[src/rtl/mem_arb_pkg.sv]
// Shared types for the instruction/data memory port arbiter.
// Latency: n/a (types and constants only).
// Backpressure: n/a.
package mem_arb_pkg;

  // Deepest memory read latency the response counter has to cover.
  localparam int MEM_LAT_MAX = 4;
  localparam int CNT_W       = $clog2(MEM_LAT_MAX + 1);

  typedef enum logic {
    IDLE    = 1'b0,
    RD_WAIT = 1'b1
  } state_e;

  typedef enum logic {
    OWN_IF = 1'b0,
    OWN_DM = 1'b1
  } owner_e;

endpackage

[src/rtl/mem_arb_prio.sv]
// Fetch/data priority select with a fetch starvation guard; produces a one-hot grant.
// Latency: combinational grant; starvation count updates on the rising edge.
// Backpressure: grants only while i_arb_en is high; a losing requester holds its request.
module mem_arb_prio
  import mem_arb_pkg::*;
#(
  parameter int STARVE_MAX = 2
) (
  input  logic clk,
  input  logic rst,
  input  logic i_arb_en,
  input  logic i_if_req,
  input  logic i_dm_req,
  output logic o_if_gnt,
  output logic o_dm_gnt
);

  localparam int             SW         = (STARVE_MAX < 1) ? 1 : $clog2(STARVE_MAX + 1);
  localparam logic [SW-1:0]  STARVE_LIM = SW'(STARVE_MAX);

  logic [SW-1:0] r_starve;
  logic          w_if_first;

  // Data normally wins; fetch wins once it has been passed over STARVE_MAX times.
  always_comb begin
    w_if_first = i_if_req && (r_starve == STARVE_LIM);
    o_if_gnt   = 1'b0;
    o_dm_gnt   = 1'b0;
    if (i_arb_en) begin
      if (w_if_first || (i_if_req && !i_dm_req)) begin
        o_if_gnt = 1'b1;
      end else if (i_dm_req) begin
        o_dm_gnt = 1'b1;
      end
    end
  end

  // Count data grants taken while fetch waits; saturate at the limit.
  always_ff @(posedge clk) begin
    if (rst) begin
      r_starve <= '0;
    end else if (!i_if_req || o_if_gnt) begin
      r_starve <= '0;
    end else if (o_dm_gnt && (r_starve != STARVE_LIM)) begin
      r_starve <= r_starve + 1'b1;
    end
  end

endmodule

[src/rtl/mem_port_arbiter.sv]
// Shares one fixed-latency memory port between instruction fetch and data access.
// Latency: grant and mem_* strobe in the request cycle; read data MEM_LAT cycles after grant.
// Backpressure: one read outstanding; new grants only when idle or in the response cycle.
module mem_port_arbiter
  import mem_arb_pkg::*;
#(
  parameter int MEM_LAT    = 2,
  parameter int STARVE_MAX = 2
) (
  input  logic        clk,
  input  logic        rst,
  input  logic        if_req,
  input  logic [31:0] if_addr,
  input  logic        if_flush,
  output logic        if_gnt,
  output logic        if_rvalid,
  output logic [31:0] if_rdata,
  input  logic        dm_req,
  input  logic        dm_we,
  input  logic [31:0] dm_addr,
  input  logic [31:0] dm_wdata,
  input  logic [3:0]  dm_be,
  output logic        dm_gnt,
  output logic        dm_rvalid,
  output logic [31:0] dm_rdata,
  output logic        mem_en,
  output logic        mem_we,
  output logic [31:0] mem_addr,
  output logic [31:0] mem_wdata,
  output logic [3:0]  mem_be,
  input  logic [31:0] mem_rdata
);

  localparam logic [CNT_W-1:0] LAT_LOAD = CNT_W'(MEM_LAT);
  localparam logic [CNT_W-1:0] CNT_RESP = CNT_W'(1);

  state_e           r_state, w_state_nxt;
  owner_e           r_owner, w_owner_nxt;
  logic [CNT_W-1:0] r_cnt, w_cnt_nxt;
  logic             r_flushed, w_flushed_nxt;
  logic             w_resp, w_arb_en, w_if_gnt, w_dm_gnt, w_rd_gnt;

  // The counter reaches 1 exactly MEM_LAT cycles after the read grant.
  assign w_resp   = (r_state == RD_WAIT) && (r_cnt == CNT_RESP);
  assign w_arb_en = !rst && ((r_state == IDLE) || w_resp);

  mem_arb_prio #(
    .STARVE_MAX (STARVE_MAX)
  ) u_prio (
    .clk      (clk),
    .rst      (rst),
    .i_arb_en (w_arb_en),
    .i_if_req (if_req),
    .i_dm_req (dm_req),
    .o_if_gnt (w_if_gnt),
    .o_dm_gnt (w_dm_gnt)
  );

  assign w_rd_gnt  = w_if_gnt || (w_dm_gnt && !dm_we);

  assign if_gnt    = w_if_gnt;
  assign dm_gnt    = w_dm_gnt;
  assign mem_en    = w_if_gnt || w_dm_gnt;
  assign mem_we    = w_dm_gnt && dm_we;
  assign mem_addr  = w_dm_gnt ? dm_addr  : if_addr;
  assign mem_wdata = w_dm_gnt ? dm_wdata : '0;
  assign mem_be    = w_dm_gnt ? dm_be    : '0;

  // A flush seen during the wait or in the response cycle itself hides the fetch data.
  assign if_rvalid = !rst && w_resp && (r_owner == OWN_IF) && !r_flushed && !if_flush;
  assign dm_rvalid = !rst && w_resp && (r_owner == OWN_DM);
  assign if_rdata  = mem_rdata;
  assign dm_rdata  = mem_rdata;

  // Next state: a read grant (re)arms the wait, else the response returns to idle.
  always_comb begin
    w_state_nxt   = r_state;
    w_owner_nxt   = r_owner;
    w_cnt_nxt     = r_cnt;
    w_flushed_nxt = r_flushed;
    if (w_rd_gnt) begin
      w_state_nxt   = RD_WAIT;
      w_owner_nxt   = w_if_gnt ? OWN_IF : OWN_DM;
      w_cnt_nxt     = LAT_LOAD;
      w_flushed_nxt = 1'b0;
    end else if (w_resp) begin
      w_state_nxt   = IDLE;
      w_cnt_nxt     = '0;
      w_flushed_nxt = 1'b0;
    end else if (r_state == RD_WAIT) begin
      w_cnt_nxt = r_cnt - 1'b1;
      if ((r_owner == OWN_IF) && if_flush) begin
        w_flushed_nxt = 1'b1;
      end
    end
  end

  // State register; reset drops any outstanding read.
  always_ff @(posedge clk) begin
    if (rst) begin
      r_state   <= IDLE;
      r_owner   <= OWN_IF;
      r_cnt     <= '0;
      r_flushed <= 1'b0;
    end else begin
      r_state   <= w_state_nxt;
      r_owner   <= w_owner_nxt;
      r_cnt     <= w_cnt_nxt;
      r_flushed <= w_flushed_nxt;
    end
  end

endmodule

[config.mk]
export PLATFORM = sky130hd
export DESIGN_NAME = mem_port_arbiter
export DESIGN_NICKNAME = d
export VERILOG_FILES = /design/src/rtl/mem_arb_pkg.sv /design/src/rtl/mem_arb_prio.sv /design/src/rtl/mem_port_arbiter.sv
export SDC_FILE = /design/constraint.sdc
export NUM_CORES = 1
export LEC_CHECK = 0
export ABC_CLOCK_PERIOD_IN_PS = 5080
export BUFFER_PORTS_ARGS = -buffer_cell sky130_fd_sc_hd__buf_2
export CORE_AREA = 2 2 106 108
export CTS_BUF_LIST = sky130_fd_sc_hd__clkbuf_16
export DETAILED_ROUTE_END_ITERATION = 6
export DIE_AREA = 0 0 108 110
export GPL_TIMING_DRIVEN = 0
export PLACE_DENSITY = 0.6
export SLEW_MARGIN = 15
export SYNTH_ARGS = -nofsm -noshare
export SYNTH_HDL_FRONTEND = slang
export SYNTH_SLANG_ARGS = --single-unit
[constraint.sdc]
create_clock -name clk -period 5.08 [get_ports clk]
set_input_delay 0.254 -clock clk [delete_from_list [all_inputs] [get_ports clk]]
set_output_delay 0.254 -clock clk [all_outputs]
set_load 0.05 [all_outputs]
# Word level (Yosys, flattened, before mapping)
# Index checks and enable logic that the tools add are counted.
dict set report totals {
  input_bits 138
  ff_bits 8
}
dict set report op_classes {
  n_bitwise 2
  mux 14
  n_addsub 2
  n_reduce_logical 29
  eq_ne 3
}
# operator n
set ops {}
lappend ops {{two-way mux 32 bit} 2}
lappend ops {{logical AND 1 bit} 13}
lappend ops {{two-way mux 1 bit} 8}
lappend ops {{logical NOT 1 bit} 6}
lappend ops {{two-way mux 2 bit} 3}
lappend ops {{logical OR 1 bit} 5}
lappend ops {{two-way mux 4 bit} 1}
lappend ops {{equality test 3 x 1 -> 1 bit, second input constant} 1}
lappend ops {{nonzero test 3 bit} 1}
lappend ops {{OR reduction 3 bit} 1}
lappend ops {{subtractor 3 x 1 -> 3 bit, second input constant} 1}
lappend ops {{adder 2 x 1 -> 2 bit, second input constant} 1}
lappend ops {{equality test 2 bit, second input constant} 1}
lappend ops {{!= test 2 bit, second input constant} 1}
lappend ops {{inverter 1 bit} 2}
lappend ops {{AND reduction 2 bit} 1}
lappend ops {{nonzero test 2 bit} 1}
lappend ops {{OR reduction 2 bit} 1}

# Depth between registers and ports, before layout
# Gate-level depths: netlist of the first run.
dict set report logic_depth {
  word_depth 8
  depth_mapped 7
  mapped_depth_nobuf 5
}

# By module
# Synthesis of the first run repeated with hierarchy kept, for this count alone.
dict set report hier_totals {
  hier_cells 195
  area_unflattened_um2 1571.5
}
# mod cells_per_inst area_each_um2 n_inst
set modules_own_cells {}
lappend modules_own_cells {mem_port_arbiter 179 1437.6 1}
lappend modules_own_cells {mem_arb_prio 16 133.9 1}

# Worst setup path after synthesis of the first run
# No wires, ideal clock.
dict set report synth_path {
  kind {register -> output}
  startpoint {reg r_state}
  endpoint {out if_rvalid}
  arrival_ns 2.570
  required_ns 4.826
  path_slack_ns 2.256
  path_stages_with_launch 5
  cell_sequence {dfxtp_1 > buf_4 > inv_1 > or4b_1 > nor4_1}
}
dict set report synth_between {
  elab_chain_cells 5
}
# element line
set synth_rtl {}
lappend synth_rtl {{start: declaration} mem_port_arbiter.sv:37} ;# state_e r_state, w_state_nxt;
lappend synth_rtl {{start signal: assignment} mem_port_arbiter.sv:106} ;# r_state <= w_state_nxt;
lappend synth_rtl {{logical AND 1 bit} mem_port_arbiter.sv:44} ;# assign w_resp = (r_state == RD_WAIT) && (r_cnt == CNT_RESP);
lappend synth_rtl {{logical AND 1 bit (4 in a row)} mem_port_arbiter.sv:70} ;# assign if_rvalid = !rst && w_resp && (r_owner == OWN_IF) && !r_flushed && !if_flush;
lappend synth_rtl {{end: declaration} mem_port_arbiter.sv:16} ;# output logic if_rvalid,
# No other way between the ends.

# Worst setup path after layout of the first run
dict set report layout_path {
  startpoint {reg r_cnt[0]}
  endpoint {out mem_addr[29]}
}
dict set report layout_between {
  elab_chain_cells 6
}
# element line
set layout_rtl {}
lappend layout_rtl {{start: declaration} mem_port_arbiter.sv:39} ;# logic [CNT_W-1:0] r_cnt, w_cnt_nxt;
lappend layout_rtl {{start signal: assignment} mem_port_arbiter.sv:108} ;# r_cnt <= w_cnt_nxt;
lappend layout_rtl {{equality test 3 x 1 -> 1 bit} mem_port_arbiter.sv:44}
lappend layout_rtl {{logical AND 1 bit} mem_port_arbiter.sv:44}
lappend layout_rtl {{logical OR 1 bit} mem_port_arbiter.sv:45} ;# assign w_arb_en = !rst && ((r_state == IDLE) || w_resp);
lappend layout_rtl {{logical AND 1 bit} mem_port_arbiter.sv:45}
lappend layout_rtl {{two-way mux 1 bit} mem_arb_prio.sv:29} ;# if (i_arb_en) begin
lappend layout_rtl {{two-way mux 32 bit} mem_port_arbiter.sv:65} ;# assign mem_addr = w_dm_gnt ? dm_addr : if_addr;
lappend layout_rtl {{end: declaration} mem_port_arbiter.sv:28} ;# output logic [31:0] mem_addr,
# No other way between the ends.

==> flow_summary.yaml, run 1 <==
route:
  route.antenna.remaining_nets: 0
  drt_iter0_markers: 64
  via_per_inst: 3.73
  route.final.wire_length_mm: 6.92
  wl_per_cell_um: 11.9
  firstDrtPassIters: 4
  vias: 2181
  drc: 0
placement:
  place.gp.congestion: 0.751
  placed_area_mm2: 0.00303
  numPortBuffers: 243
  place_hpwl_mm: 6.16
  dp.cells: 581
  post-place-ws_ns: 2.61
critical_path:
  required_ns: 4.83
  crit_type: "flip-flop to primary output"
  worst-path-stages: 7
  worst_ep_arrival_time_ns: 2.36
  crit_top_cell: "buf_2"
  r2r_cells: 4
  path_cells: "ha_1 -> nand2b_1 -> buf_2 -> a221oi_4 -> buf_4 -> mux2_2 -> buf_2"
  startpoint: "r_cnt[0]"
  r2r-start: "r_state"
  startpoint_type: "flip-flop"
  r2r-end: "r_cnt[2]"
  crit_end: "mem_addr[29]"
  r2r_slack_ns: 3.55
  crit_path_top_delay_cell: "a221oi_4"
  cp-end-kind: "primary output"
  cp_top_family: "buffers and inverters"
  max_stage_delay_ns: 0.49
  worstPathMaxFanout: 10
  cp_num_buf_inv: 3
flow_run:
  maxCapViolations: 0
final_layout:
  synthToLayoutAreaGrowth_pct: 89.3
  multiInputGateArea_um2: 908
  drive_gt1_share_pct: 79.1
  final_cell_mix: "buf_2 (245), buf_4 (66), and2_1 (38)"
  mostFrequentLayoutCell: "buf_2"
  n_fill_cell: 1174
  layout.nets: 587
  layoutNonFillerInstCount: 584
  n_antenna_cell: 0
  design_area_mm2: 0.00311
  seqCellArea_um2: 160
timing:
  rsz0062_at_grt: "false"
  fmax_mhz: 382
  slew_headroom_pct: 65.5
  fin_ws_ns: 2.46
  fin_crit_sh_pct: 51.5
  setup_violations: 0
  skew_ns: 0.00335
  worst_pin_slew_ns: 0.517
  finalCriticalPeriod_ns: 2.62
  hold_viol_final: 0
  fin_tns_setup_ns: 0
  drv_slew: 0
clocking:
  htreeDepth: 1
  ctsResizeCount: 0
  cts_max_path_buffers: 2
  clkSlewWorstSetupHoldPaths_ns: 0.03
  cts_tree: "yes"
  post_cts_buffers: 0
  cts_sinks: 8
  clock_latency_ns: 0.23
  cts_hold_buf: 0
  clockRootBuffer: "clkbuf_16"
  cts_buffers: 3
floorplan:
  die_h_um: 110
  die-area_mm2: 0.0119
  rows: 38
  io_pins: 276
  core_area_mm2: 0.0107
  initial_core_util_pct: 15.3
  dieWidth_um: 108
logic_synthesis:
  synthMuxAreaShare_pct: 22.6
  synth_area_mm2: 0.00164
  synth_nets: 339
  synth_fa_ha_area_share_pct: 2.29
  synthCells: 198
  synth.distinct_cells: 32
  synth-compound-area-share_pct: 9.22
  synth_top_family_by_area: "buffers and inverters"
  synthSimpleGateAreaFrac_pct: 21.3
  ys.warnings.count: 0
  synth-xor-area-share_pct: 0
  avgSynthCellArea_um2: 8.29
  ys_seq_area_share_pct: 9.76
  ys_ff_latch: 8
global_routing:
  grt_pass1_vias: 1745
  grt_pass1_wl_mm: 8.47
  grtUsageMet1_pct: 12.6
  antenna_found_initial: 0
  grt_util_met3_pct: 1.47
  gr-total-overflow: 0
  grt-busiest-layer: "met2"
  met2_usage_pct: 15.1
  grt_start_max_net_pins: 11
  grt.total_usage_pct: 9.01
power_and_ir_drop:
  power_uw: 644
  ir_worst_vdd_mv: 0.162
  power.density_mw_per_mm2: 207
  p_leak_nw: 1.80
worst_hold_path:
  worstHoldPathType: "input pin to flip-flop"
  worstHoldPathCells: 3
outcome:
  outcome: "completed"
[worst min-delay path: stages]
cell and delay [ns]:
buf_2 0.15, nand2b_1 0.10, a21oi_1 0.05
[layout make-up]
class	count	share of cell area [%]
Multi-Input combinational cell	110	29.2
Clock buffer	3	2.42
Tap cell	140	5.64
Timing Repair Buffer	243	39.1
Buffer	74	17.7
Inverter	6	0.725
Sequential cell	8	5.15
[worst min-delay path by stage]
stage / from / to / slack (ns)
finish: if_req / u_prio.r_starve[0] / 0.37
global route: if_req / u_prio.r_starve[1] / 0.40
CTS: if_req / u_prio.r_starve[0] / 0.37
detailed placement: r_cnt[1] / r_cnt[1] / 0.47
global placement: r_cnt[1] / r_cnt[1] / 0.47
floorplan: if_req / u_prio.r_starve[0] / 0.40
[state kept, by name, summed over array words and instances, names as in the netlist]
register         cells
r_state              1
r_cnt                3
r_flushed            1
u_prio.r_starve      2
r_owner              1
[metal layers]
metal  wire length [um]  up-vias
met2               3460      137
met1               2760      949
met5                  0        -
met3                686        3
li1                   -     1092
met4                 17        0
[per-stage QoR]
stage	hold WS [ns]	util (%)
after global placement	0.465	28.4
final	0.375	29.1
after CTS	0.374	29.1
after detailed placement	0.472	28.4
after floorplan	0.399	-
after global routing	0.405	29.1
[cell usage after synthesis (all sizes together)]
| cell | number | share of area [%] |
|---|---|---|
| a211o | 1 | 0.53 |
| a21boi | 1 | 0.46 |
| a21oi | 4 | 1.2 |
| a221o | 1 | 0.61 |
| a221oi | 3 | 2.7 |
| a31o | 1 | 0.53 |
| a31oi | 2 | 0.76 |
| and2 | 38 | 14 |
| buf | 71 | 33 |
| clkbuf | 3 | 0.69 |
| dfxtp | 8 | 9.8 |
| ha | 3 | 2.3 |
| inv | 6 | 1.4 |
| mux2 | 32 | 22 |
| mux2i | 1 | 0.61 |
| nand2 | 2 | 0.46 |
| nand2b | 5 | 1.9 |
| nand3 | 1 | 0.30 |
| nand3b | 2 | 0.91 |
| nor2 | 2 | 0.46 |
| nor2b | 2 | 0.76 |
| nor4 | 1 | 0.38 |
| o2111ai | 2 | 1.1 |
| o211ai | 2 | 0.91 |
| o21a | 1 | 0.46 |
| or3 | 1 | 0.38 |
| or4b | 2 | 1.2 |
[power by group]
group | switching [mW] | internal [mW] | leakage, nW | total [mW]
logic | 0.298 | 0.142 | 1.70 | 0.441
registers | 0.00376 | 0.0679 | 0.0657 | 0.0717
clock network | 0.0307 | 0.101 | 0.0370 | 0.132
[cell families after synthesis]
logic type      after synthesis
mux                          33
compound gates               18
buf+inv                      80
flops                         8
fa+ha+maj                     3
simple gates                 56
Power figures use the tool's default switching activity.
==> inputs of run 2 (changes only) <==
--- a/config.mk
+++ b/config.mk
@@ -5,14 +5,14 @@
 export SDC_FILE = /design/constraint.sdc
 export NUM_CORES = 1
 export LEC_CHECK = 0
-export ABC_CLOCK_PERIOD_IN_PS = 5080
+export ABC_CLOCK_PERIOD_IN_PS = 2200
 export BUFFER_PORTS_ARGS = -buffer_cell sky130_fd_sc_hd__buf_2
-export CORE_AREA = 2 2 106 108
+export CORE_AREA = 2 2 107 109
 export CTS_BUF_LIST = sky130_fd_sc_hd__clkbuf_16
 export DETAILED_ROUTE_END_ITERATION = 6
-export DIE_AREA = 0 0 108 110
+export DIE_AREA = 0 0 109 111
 export GPL_TIMING_DRIVEN = 0
-export PLACE_DENSITY = 0.6
+export PLACE_DENSITY = 0.61
 export SLEW_MARGIN = 15
 export SYNTH_ARGS = -nofsm -noshare
 export SYNTH_HDL_FRONTEND = slang
==> constraint.sdc (replaced) <==
create_clock -name clk -period 2.2 [get_ports clk]
set_input_delay 0.11 -clock clk [delete_from_list [all_inputs] [get_ports clk]]
set_output_delay 0.11 -clock clk [all_outputs]
set_load 0.05 [all_outputs]
==> run 2 against run 1 <==
Worst setup slack lost 2.4 ns. Sequential cell count is the same. Worst hold slack lost 0.16 ns. Clock-buffer cell count is the same. Non-clock buffer count grew 6. Register-to-register slack lost 2.9 ns. Global-route usage grew 0.31 points. Critical path depth grew 1. Sequential share of layout area shrank 0.38 points. Cell area grew 12%. Combinational power grew to 2.6 times the previous value. Utilization grew 2.4 points. Largest cell class unchanged.
==> flow_summary.yaml, run 2 (synthesis results as in run 1) <==
floorplan:
  rows: 39
  core_area_mm2: 0.0111
  die-area_mm2: 0.0121
  die_h_um: 111
  dieWidth_um: 109
  initial_core_util_pct: 14.8
  io_pins: 276
timing:
  slew_headroom_pct: 72.8
  setup_violations: 0
  rsz0062_at_grt: "false"
  worst_pin_slew_ns: 0.408
  finalCriticalPeriod_ns: 2.13
  fin_crit_sh_pct: 96.6
  whs_ns: 0.213
  skew_ns: 0.00130
  hold_viol_final: 0
  fmax_mhz: 470
  fin_tns_setup_ns: 0
  drv_slew: 0
clocking:
  clockRootBuffer: "clkbuf_16"
  cts_sinks: 8
  cts_tree: "yes"
  cts_max_path_buffers: 2
  clock_latency_ns: 0.23
  cts_hold_buf: 0
  cts_buffers: 3
  htreeDepth: 1
  clkSlewWorstSetupHoldPaths_ns: 0.04
global_routing:
  gr-total-overflow: 0
  grt_pass1_wl_mm: 9.07
  grt.total_usage_pct: 9.32
  grt_util_met3_pct: 1.65
  grt-busiest-layer: "met2"
  met2_usage_pct: 19.8
  grtUsageMet1_pct: 8.91
  grt_pass1_vias: 2067
  antenna_found_initial: 0
  grt_start_max_net_pins: 11
route:
  firstDrtPassIters: 4
  drt_iter0_markers: 57
  wl_per_cell_um: 11.3
  route.antenna.remaining_nets: 0
  vias: 2274
  via_per_inst: 3.83
  route.final.wire_length_mm: 6.69
  drc: 0
critical_path:
  cp-end-kind: "primary output"
  max_stage_delay_ns: 0.33
  worst_ep_arrival_time_ns: 2.02
  crit_type: "flip-flop to primary output"
  startpoint_type: "flip-flop"
  worstPathMaxFanout: 5
  crit_path_top_delay_cell: "dfxtp_2"
  required_ns: 2.09
  path_cells: "inv_1 -> ha_2 -> a221oi_4 -> buf_6 -> buf_12 -> buf_16 -> mux2_4 -> buf_8"
final_layout:
  multiInputGateArea_um2: 975
  layout.nets: 593
  fin_util_pct: 31.5
  largest_register_ff_count: 3
  design_area_mm2: 0.00349
  reg_top3: "r_cnt x3, u_prio.r_starve x2"
  seqCellArea_um2: 166
  drive_gt1_share_pct: 81.6
  synthToLayoutAreaGrowth_pct: 112
  top_register: "r_cnt"
  final_cell_mix: "buf_2 (213), buf_4 (76), and2_1 (38)"
  mostFrequentLayoutCell: "buf_2"
  n_fill_cell: 1166
  n_antenna_cell: 0
placement:
  place_hpwl_mm: 5.61
  place.gp.congestion: 0.790
  placed_area_mm2: 0.00304
  numPortBuffers: 243
power_and_ir_drop:
  p_leak_nw: 1.96
  power_mw: 1.61
  ir_worst_vdd_mv: 0.245
  power.density_mw_per_mm2: 462
outcome:
  outcome: "completed"
worst_hold_path:
  worstHoldPathType: "input pin to flip-flop"
flow_run:
  maxCapViolations: 0
run 2: where the power goes:
| part | total [mW] | internal, mW | leakage [nW] | switching (mW) |
|---|---|---|---|---|
| clock | 0.305 | 0.234 | 0.0370 | 0.0709 |
| combinational | 1.14 | 0.429 | 1.86 | 0.708 |
| sequential | 0.168 | 0.158 | 0.0671 | 0.0103 |
run 2: critical path: cells and delay by family (launching register included):
kind                       cells  cell delay, ns
DFF                            1            0.33
adders and majority gates      1            0.21
muxes                          1            0.31
AOI/OAI and AO/OA              1            0.33
buffers and inverters          5            0.60
run 2: layout make-up:
class	instances	share of cell area, %
buffer	72	15.6
sequential	8	4.77
clock buffer	3	2.15
inverter	6	0.646
timing repair buffer	251	43.7
tap	143	5.13
multi-input combinational	110	28.0
run 2: worst paths after layout:
| check | startpoint | endpoint | slack (ns) | cells past startpoint |
|---|---|---|---|---|
| setup / recovery | u_prio.r_starve[0] | mem_addr[26] | 0.07 | 8 |
| hold / removal | if_req | u_prio.r_starve[0] | 0.21 | 3 |
| setup reg to reg | r_state | r_cnt[2] | 0.66 | 4 |
| hold reg to reg | u_prio.r_starve[0] | u_prio.r_starve[0] | 0.48 | 2 |
run 2: per-layer routing:
metal | share of wire (%) | vias to the layer above
li1 | - | 1101
met1 | 32 | 1013
met2 | 55 | 156
met3 | 12 | 4
met4 | 0.48 | 0
met5 | 0 | -
run 2: what timing repair did:
item | in CTS | in global routing
buffers inserted | 6 | 1
setup endpoints to repair | 70 | 37
gates resized for setup | 93 | 3
pin swaps | 1 | 2
gates cloned | 1 | 0
run 2: per-stage QoR:
stage	instances	worst slack, ns
4_1_cts	594	-0.00683
6_report	593	0.0741
3_5_place_dp	584	-0.191
3_3_place_gp	584	-0.142
2_1_floorplan	198	0.0973
5_1_grt	593	0.00837
